## src/rtl/canny_pkg.sv

```systemverilog
// Shared constants and frame-sequencer encoding for the Canny AXI-stream front ends.
package canny_pkg;

  localparam int LINE_W_DEF  = 1024;
  localparam int FRAME_H_DEF = 768;
  localparam int PKT_LEN_DEF = 128;
  localparam int COORD_W     = 11;

  typedef enum logic [1:0] {
    ST_IDLE   = 2'd0,
    ST_STREAM = 2'd1,
    ST_DRAIN  = 2'd2,
    ST_DONE   = 2'd3
  } canny_state_t;

  function automatic logic [COORD_W-1:0] coord_inc(input logic [COORD_W-1:0] v,
                                                   input int unsigned limit);
    return (v == COORD_W'(limit - 1)) ? '0 : v + COORD_W'(1);
  endfunction

endpackage

```

## src/rtl/sync_fifo.sv

```systemverilog
// Single-clock FIFO with combinational read port; push ignored when full, pop when empty.
module sync_fifo #(
  parameter int DATA_W = 8,
  parameter int DEPTH  = 16
) (
  input  logic              clk,
  input  logic              rst,
  input  logic              i_push,
  input  logic [DATA_W-1:0] i_wr_data,
  input  logic              i_pop,
  output logic [DATA_W-1:0] o_rd_data,
  output logic              o_full,
  output logic              o_empty
);

  localparam int AW = $clog2(DEPTH);

  logic [DATA_W-1:0] r_mem [DEPTH];
  logic [AW-1:0]     r_wr_ptr;
  logic [AW-1:0]     r_rd_ptr;
  logic [AW:0]       r_count;
  logic              w_push;
  logic              w_pop;

  assign o_full    = (r_count == (AW+1)'(DEPTH));
  assign o_empty   = (r_count == '0);
  assign w_push    = i_push && !o_full;
  assign w_pop     = i_pop && !o_empty;
  assign o_rd_data = r_mem[r_rd_ptr];

  // Storage array needs no reset; occupancy alone defines valid entries.
  always_ff @(posedge clk) begin
    if (w_push) begin
      r_mem[r_wr_ptr] <= i_wr_data;
    end
  end

  always_ff @(posedge clk) begin
    if (rst) begin
      r_wr_ptr <= '0;
      r_rd_ptr <= '0;
      r_count  <= '0;
    end else begin
      if (w_push) r_wr_ptr <= r_wr_ptr + AW'(1);
      if (w_pop)  r_rd_ptr <= r_rd_ptr + AW'(1);
      case ({w_push, w_pop})
        2'b10:   r_count <= r_count + (AW+1)'(1);
        2'b01:   r_count <= r_count - (AW+1)'(1);
        default: r_count <= r_count;
      endcase
    end
  end

endmodule

```

## src/rtl/canny_axis_rx.sv

```systemverilog
// AXI-stream receive front end: buffers gray pixels, tags them with col/row,
// and sequences one frame at a time with a tlast alignment monitor.
module canny_axis_rx
  import canny_pkg::*;
#(
  parameter int LINE_W     = LINE_W_DEF,
  parameter int FRAME_H    = FRAME_H_DEF,
  parameter int PKT_LEN    = PKT_LEN_DEF,
  parameter int FIFO_DEPTH = 16
) (
  input  logic               clk,
  input  logic               rst,
  input  logic [7:0]         s_axis_tdata,
  input  logic               s_axis_tvalid,
  input  logic               s_axis_tlast,
  output logic               s_axis_tready,
  input  logic               stall,
  input  logic               clr_err,
  output logic [7:0]         pix_out,
  output logic               pix_en,
  output logic [COORD_W-1:0] col,
  output logic [COORD_W-1:0] row,
  output logic               sol,
  output logic               frame_done,
  output logic               err_last
);

  localparam int TOTAL = LINE_W * FRAME_H;
  localparam int CNT_W = $clog2(TOTAL + 1);
  localparam int PKT_W = (PKT_LEN > 1) ? $clog2(PKT_LEN) : 1;

  canny_state_t       r_state;
  logic [CNT_W-1:0]   r_beat_cnt;
  logic [CNT_W-1:0]   r_out_cnt;
  logic [PKT_W-1:0]   r_pkt_cnt;
  logic [COORD_W-1:0] r_ncol;
  logic [COORD_W-1:0] r_nrow;
  logic [7:0]         r_pix_out;
  logic               r_pix_en;
  logic [COORD_W-1:0] r_col;
  logic [COORD_W-1:0] r_row;
  logic               r_sol;
  logic               r_frame_done;
  logic               r_err_last;

  logic       w_full;
  logic       w_empty;
  logic [7:0] w_fifo_data;
  logic       w_accept;
  logic       w_pop;
  logic       w_last_beat;
  logic       w_tlast_exp;

  assign s_axis_tready = (r_state == ST_STREAM) && !w_full;
  assign w_accept      = s_axis_tvalid && s_axis_tready;
  assign w_pop         = !w_empty && !stall && (r_out_cnt != CNT_W'(TOTAL));
  assign w_last_beat   = w_accept && (r_beat_cnt == CNT_W'(TOTAL - 1));
  assign w_tlast_exp   = (r_pkt_cnt == PKT_W'(PKT_LEN - 1));

  sync_fifo #(
    .DATA_W (8),
    .DEPTH  (FIFO_DEPTH)
  ) u_fifo (
    .clk       (clk),
    .rst       (rst),
    .i_push    (w_accept),
    .i_wr_data (s_axis_tdata),
    .i_pop     (w_pop),
    .o_rd_data (w_fifo_data),
    .o_full    (w_full),
    .o_empty   (w_empty)
  );

  // Frame sequencer; beat and packet counters only move while streaming.
  always_ff @(posedge clk) begin
    if (rst) begin
      r_state      <= ST_IDLE;
      r_beat_cnt   <= '0;
      r_pkt_cnt    <= '0;
      r_frame_done <= 1'b0;
    end else begin
      r_frame_done <= 1'b0;
      case (r_state)
        ST_IDLE: r_state <= ST_STREAM;
        ST_STREAM: begin
          if (w_accept) begin
            r_beat_cnt <= r_beat_cnt + CNT_W'(1);
            r_pkt_cnt  <= w_tlast_exp ? '0 : r_pkt_cnt + PKT_W'(1);
          end
          if (w_last_beat) r_state <= ST_DRAIN;
        end
        ST_DRAIN: begin
          if (w_empty && (r_out_cnt == CNT_W'(TOTAL))) begin
            r_state      <= ST_DONE;
            r_frame_done <= 1'b1;
          end
        end
        ST_DONE: begin
          r_state    <= ST_STREAM;
          r_beat_cnt <= '0;
          r_pkt_cnt  <= '0;
        end
        default: r_state <= ST_IDLE;
      endcase
    end
  end

  // Sticky misalignment flag: a fresh error outranks a clear in the same cycle.
  always_ff @(posedge clk) begin
    if (rst) begin
      r_err_last <= 1'b0;
    end else if (w_accept && (s_axis_tlast != w_tlast_exp)) begin
      r_err_last <= 1'b1;
    end else if (clr_err) begin
      r_err_last <= 1'b0;
    end else begin
      r_err_last <= r_err_last;
    end
  end

  // r_ncol/r_nrow hold the position of the next pixel to be issued.
  always_ff @(posedge clk) begin
    if (rst) begin
      r_pix_out <= 8'd0;
      r_pix_en  <= 1'b0;
      r_col     <= '0;
      r_row     <= '0;
      r_sol     <= 1'b0;
      r_out_cnt <= '0;
      r_ncol    <= '0;
      r_nrow    <= '0;
    end else begin
      r_pix_en <= w_pop;
      r_sol    <= w_pop && (r_ncol == '0);
      if (w_pop) begin
        r_pix_out <= w_fifo_data;
        r_col     <= r_ncol;
        r_row     <= r_nrow;
        r_out_cnt <= r_out_cnt + CNT_W'(1);
        r_ncol    <= coord_inc(r_ncol, LINE_W);
        if (r_ncol == COORD_W'(LINE_W - 1)) r_nrow <= coord_inc(r_nrow, FRAME_H);
      end else if (r_state == ST_DONE) begin
        r_out_cnt <= '0;
        r_ncol    <= '0;
        r_nrow    <= '0;
      end
    end
  end

  assign pix_out    = r_pix_out;
  assign pix_en     = r_pix_en;
  assign col        = r_col;
  assign row        = r_row;
  assign sol        = r_sol;
  assign frame_done = r_frame_done;
  assign err_last   = r_err_last;

endmodule

```

## config.mk

```make
export PLATFORM = sky130hd
export DESIGN_NAME = canny_axis_rx
export DESIGN_NICKNAME = d
export VERILOG_FILES = /design/src/rtl/canny_pkg.sv /design/src/rtl/sync_fifo.sv /design/src/rtl/canny_axis_rx.sv
export SDC_FILE = /design/constraint.sdc
export NUM_CORES = 1
export LEC_CHECK = 0
export BUFFER_PORTS_ARGS = -buffer_cell sky130_fd_sc_hd__buf_4
export CAP_MARGIN = 40
export CORE_MARGIN = 5
export CORE_UTILIZATION = 66
export CTS_CLUSTER_SIZE = 8
export DETAILED_ROUTE_END_ITERATION = 12
export PLACE_DENSITY = 0.85
export SYNTH_ARGS = -nofsm -noshare
export SYNTH_HDL_FRONTEND = slang
export SYNTH_SLANG_ARGS = --single-unit
```

## constraint.sdc

```tcl
create_clock -name clk -period 7.6 [get_ports clk]
set_clock_uncertainty 0.15 [all_clocks]
set_input_delay 0.38 -clock clk [delete_from_list [all_inputs] [get_ports clk]]
set_output_delay 0.38 -clock clk [all_outputs]
set_load 0.01 [all_outputs]
```

==> impl_results.md <==
* Status: finished clean
* Mapped Avg Cell Area at 12.0 sq um
* # setup viols final at 0
* Total Die Area at 18700 sq um
* Via Count at 7452
* Reg2Reg Depth at 12
* Pin count of the biggest net entering global routing at 61
* Total global routing track utilization at 26.7%
* Grt ovf at 0
* Initial core utilization at 66.9%
* Period utilisation layout at 56.0%
* Crit path capture type: register
* Min-Delay Path Class: primary input to register
* Final min period at 4.26 ns
* Skew-Pair Late Insertion Delay at 0.50 ns
* DRC viols at 0
* Distinct cells, synth at 68
* Yosys reg bits at 246
* Hpwl dp at 14400 microns
* I/O Pins at 49
* Placement Cell Area at 11000 sq um
* Yosys top cell by area: edfxtp_1
* Final wirelength at 24100 microns
* First-pass GRT wire length at 38400 microns
* Die height at 137 microns
* Post-route insts no fill at 1154
* Via-to-Cell Ratio at 6.46
* Max Slew Vio Count at 0
* Chip Width at 137 microns
* Share of cells above drive strength 1 at 15.9%
* Placer Congestion at 0.907
* Post-Syn Instances at 880
* Crit Path Class: register to register
* Antenna violations before repair at 1
* Startpoint class of the critical path: register
* RSZ-0062 raised after global routing: false
* Max-Cap Viols at 0
* Area growth syn-to-layout at 13.5%
* # clock sinks at 246
* Fmax at 235 MHz
* Layout fillers at 933
* Clock-pin slew on the worst setup and hold paths at 0.05 ns
* Setup TNS at 0 ns
* Synth top area share at 36.3%
* Root Driver: clkbuf_16
* Placement row count at 46
* CTS tree: built
* Synth area leaders: edfxtp_1, dfxtp_1, mux4_2, nand2_1, nor2_1
* Ys flop type: edfxtp_1
* Port-buffer cells at 48
* Avg WL per Cell at 20.9 microns
* Clock tree buffer depth at 3
* Worst-margin pin slew at 0.999 ns
* Asr flop ratio synth at 0%
* Synth Warn # at 0
* Mapped cell area at 10600 sq um
* Final antenna-violating net count at 0
* Slew headroom at 32.8%
* Nets@finish at 953
* WHS Path Cells at 1
* Worst Path Arrival at 4.50 ns
* Peak VDD IR at 0.188 mV
* Power Dens Cells at 300 nW/um^2
* H-tree levels at 2
* Post_cts resized at 0
* Drt first-iter violations at 805
* Syn Nets at 914
* Hold buffers post-CTS at 0
* Crit-path max FO at 52
* Leakage power at 4.11 nW
* # placed instances at 1097
* Inserted Clock Buffers at 36
* Final Hold Vio Count at 0
* Area occupied by multi-input gates at 4040 sq um
* Number of synthesized flops with an enable pin at 128
* Sequential share of the synthesized area at 58.6%
* Vias in the first global route at 7185
* WP data required at 7.84 ns
* # diodes at 0
* Design Area, Final at 12000 sq um
* Sequential cell area at 6210 sq um
* Drt first pass iters at 5
* Post-CTS setup buffers at 0
* Core region area at 15800 sq um
worst max-delay path, cell delays in order, from the launching register on:
cell	delay (ns)
dfxtp_1	0.41
nor4_4	0.47
a21o_1	0.45
a21o_4	0.48
inv_2	0.37
ha_1	0.45
xor2_1	0.19
ha_1	0.23
a211o_1	0.28
nand2_1	0.07
nand3b_1	0.07
a31oi_1	0.16
mux2_2	0.34
area by class of cell:
class,count,share of cell area (%)
flip-flops and latches,246,51.6
multi-input cells,561,33.6
clock buffers,55,8.35
repair buffers,56,3.46
well taps,216,2.25
inverters,18,0.562
clock inverters,2,0.146
metrics by stage:
stage          worst slack (ns)  util, %  power (W)  hold slack (ns)
6_report                   3.34     75.9    0.00361           0.0520
5_1_grt                    3.08     75.9    0.00375           0.0481
4_1_cts                    3.36     75.9    0.00362           0.0342
3_5_place_dp               3.42     69.5    0.00217            0.301
3_3_place_gp               3.48     69.4    0.00215            0.294
2_1_floorplan              4.18        -    0.00203            0.293
power breakdown:
part           switching [W]  total, W  internal (W)
Clock               0.000543   0.00144      0.000898
Sequential         0.0000557   0.00152       0.00146
Combinational       0.000413  0.000650      0.000237
Total                0.00101   0.00361       0.00260
placed cells by master (no fill, tap or decap), types with 4 or more instances in the layout:
cell       count
nor2b_1        6
a21oi_1       49
and4_1         8
clkbuf_16     37
nor4_1         9
o31ai_1        8
clkbuf_1      17
xnor2_1       14
o21ai_1        4
buf_4         54
nor3_1        15
mux4_2        32
nor2_1        75
and2_1         5
nor3b_1        5
nand4b_1       5
nand4_1       20
xor2_1        25
nand2b_1       5
nor4b_1        4
and3_1        10
a31o_1         8
o21ai_0       10
mux2i_1        5
or3_1         11
inv_1         16
ha_1          20
nand3_1       47
dfxtp_1      117
edfxtp_1     128
a221o_1        5
nand2_1       85
a22oi_1       18
Yosys cell counts, types with 6 or more instances:
master,n
and4_1,8
xor2_1,25
nor3_1,15
nand3_1,47
o21ai_0,10
nand4_1,20
nand2_1,85
a22oi_1,18
a31o_1,8
clkbuf_1,19
xnor2_1,14
buf_2,19
nor2b_1,6
inv_1,16
dfxtp_1,118
edfxtp_1,128
o31ai_1,8
buf_1,6
or3_1,11
nor2_1,75
buf_4,9
a21oi_1,49
and3_1,10
ha_1,20
mux4_2,32
nor4_1,9
metal layers:
metal / up-vias / share of wire [%] / global-route usage, % / wire length, microns
li1: 3368 / - / - / -
met1: 3608 / 40 / 36.0 / 9690
met2: 403 / 48 / 43.1 / 11500
met3: 71 / 8.7 / 5.59 / 2100
met4: 2 / 3.2 / 10.1 / 770
met5: - / 0.054 / 0 / 13
sequential cells by signal (all words and copies together) (netlist names), 2 cells and up:
name	count
u_fifo.r_count	5
r_nrow	11
col	11
pix_out	8
r_ncol	11
row	11
u_fifo.r_mem	128
r_out_cnt	20
r_state	2
u_fifo.r_wr_ptr	4
r_beat_cnt	20
r_pkt_cnt	7
u_fifo.r_rd_ptr	4
kinds of logic after synthesis:
family / share of synthesized area (%)
flip-flops: 58.6
multiplexers: 7.81
AO/OA/AOI/OAI: 9.06
XOR/XNOR: 3.23
adder cells (fa/ha/maj): 2.36
buffers and inverters: 3.27
AND/OR/NAND/NOR: 15.7
path summary, 6_finish.rpt:
path,from,end,slack (ns)
hold / removal,s_axis_tdata[0],u_fifo.r_mem[7][0],0.05
setup / recovery,u_fifo.r_count[1],u_fifo.r_count[4],3.34
hold reg to reg,col[3],col[3],0.30
setup reg to reg,u_fifo.r_count[1],u_fifo.r_count[4],3.34
No activity file was read; power rests on OpenSTA's default activity.
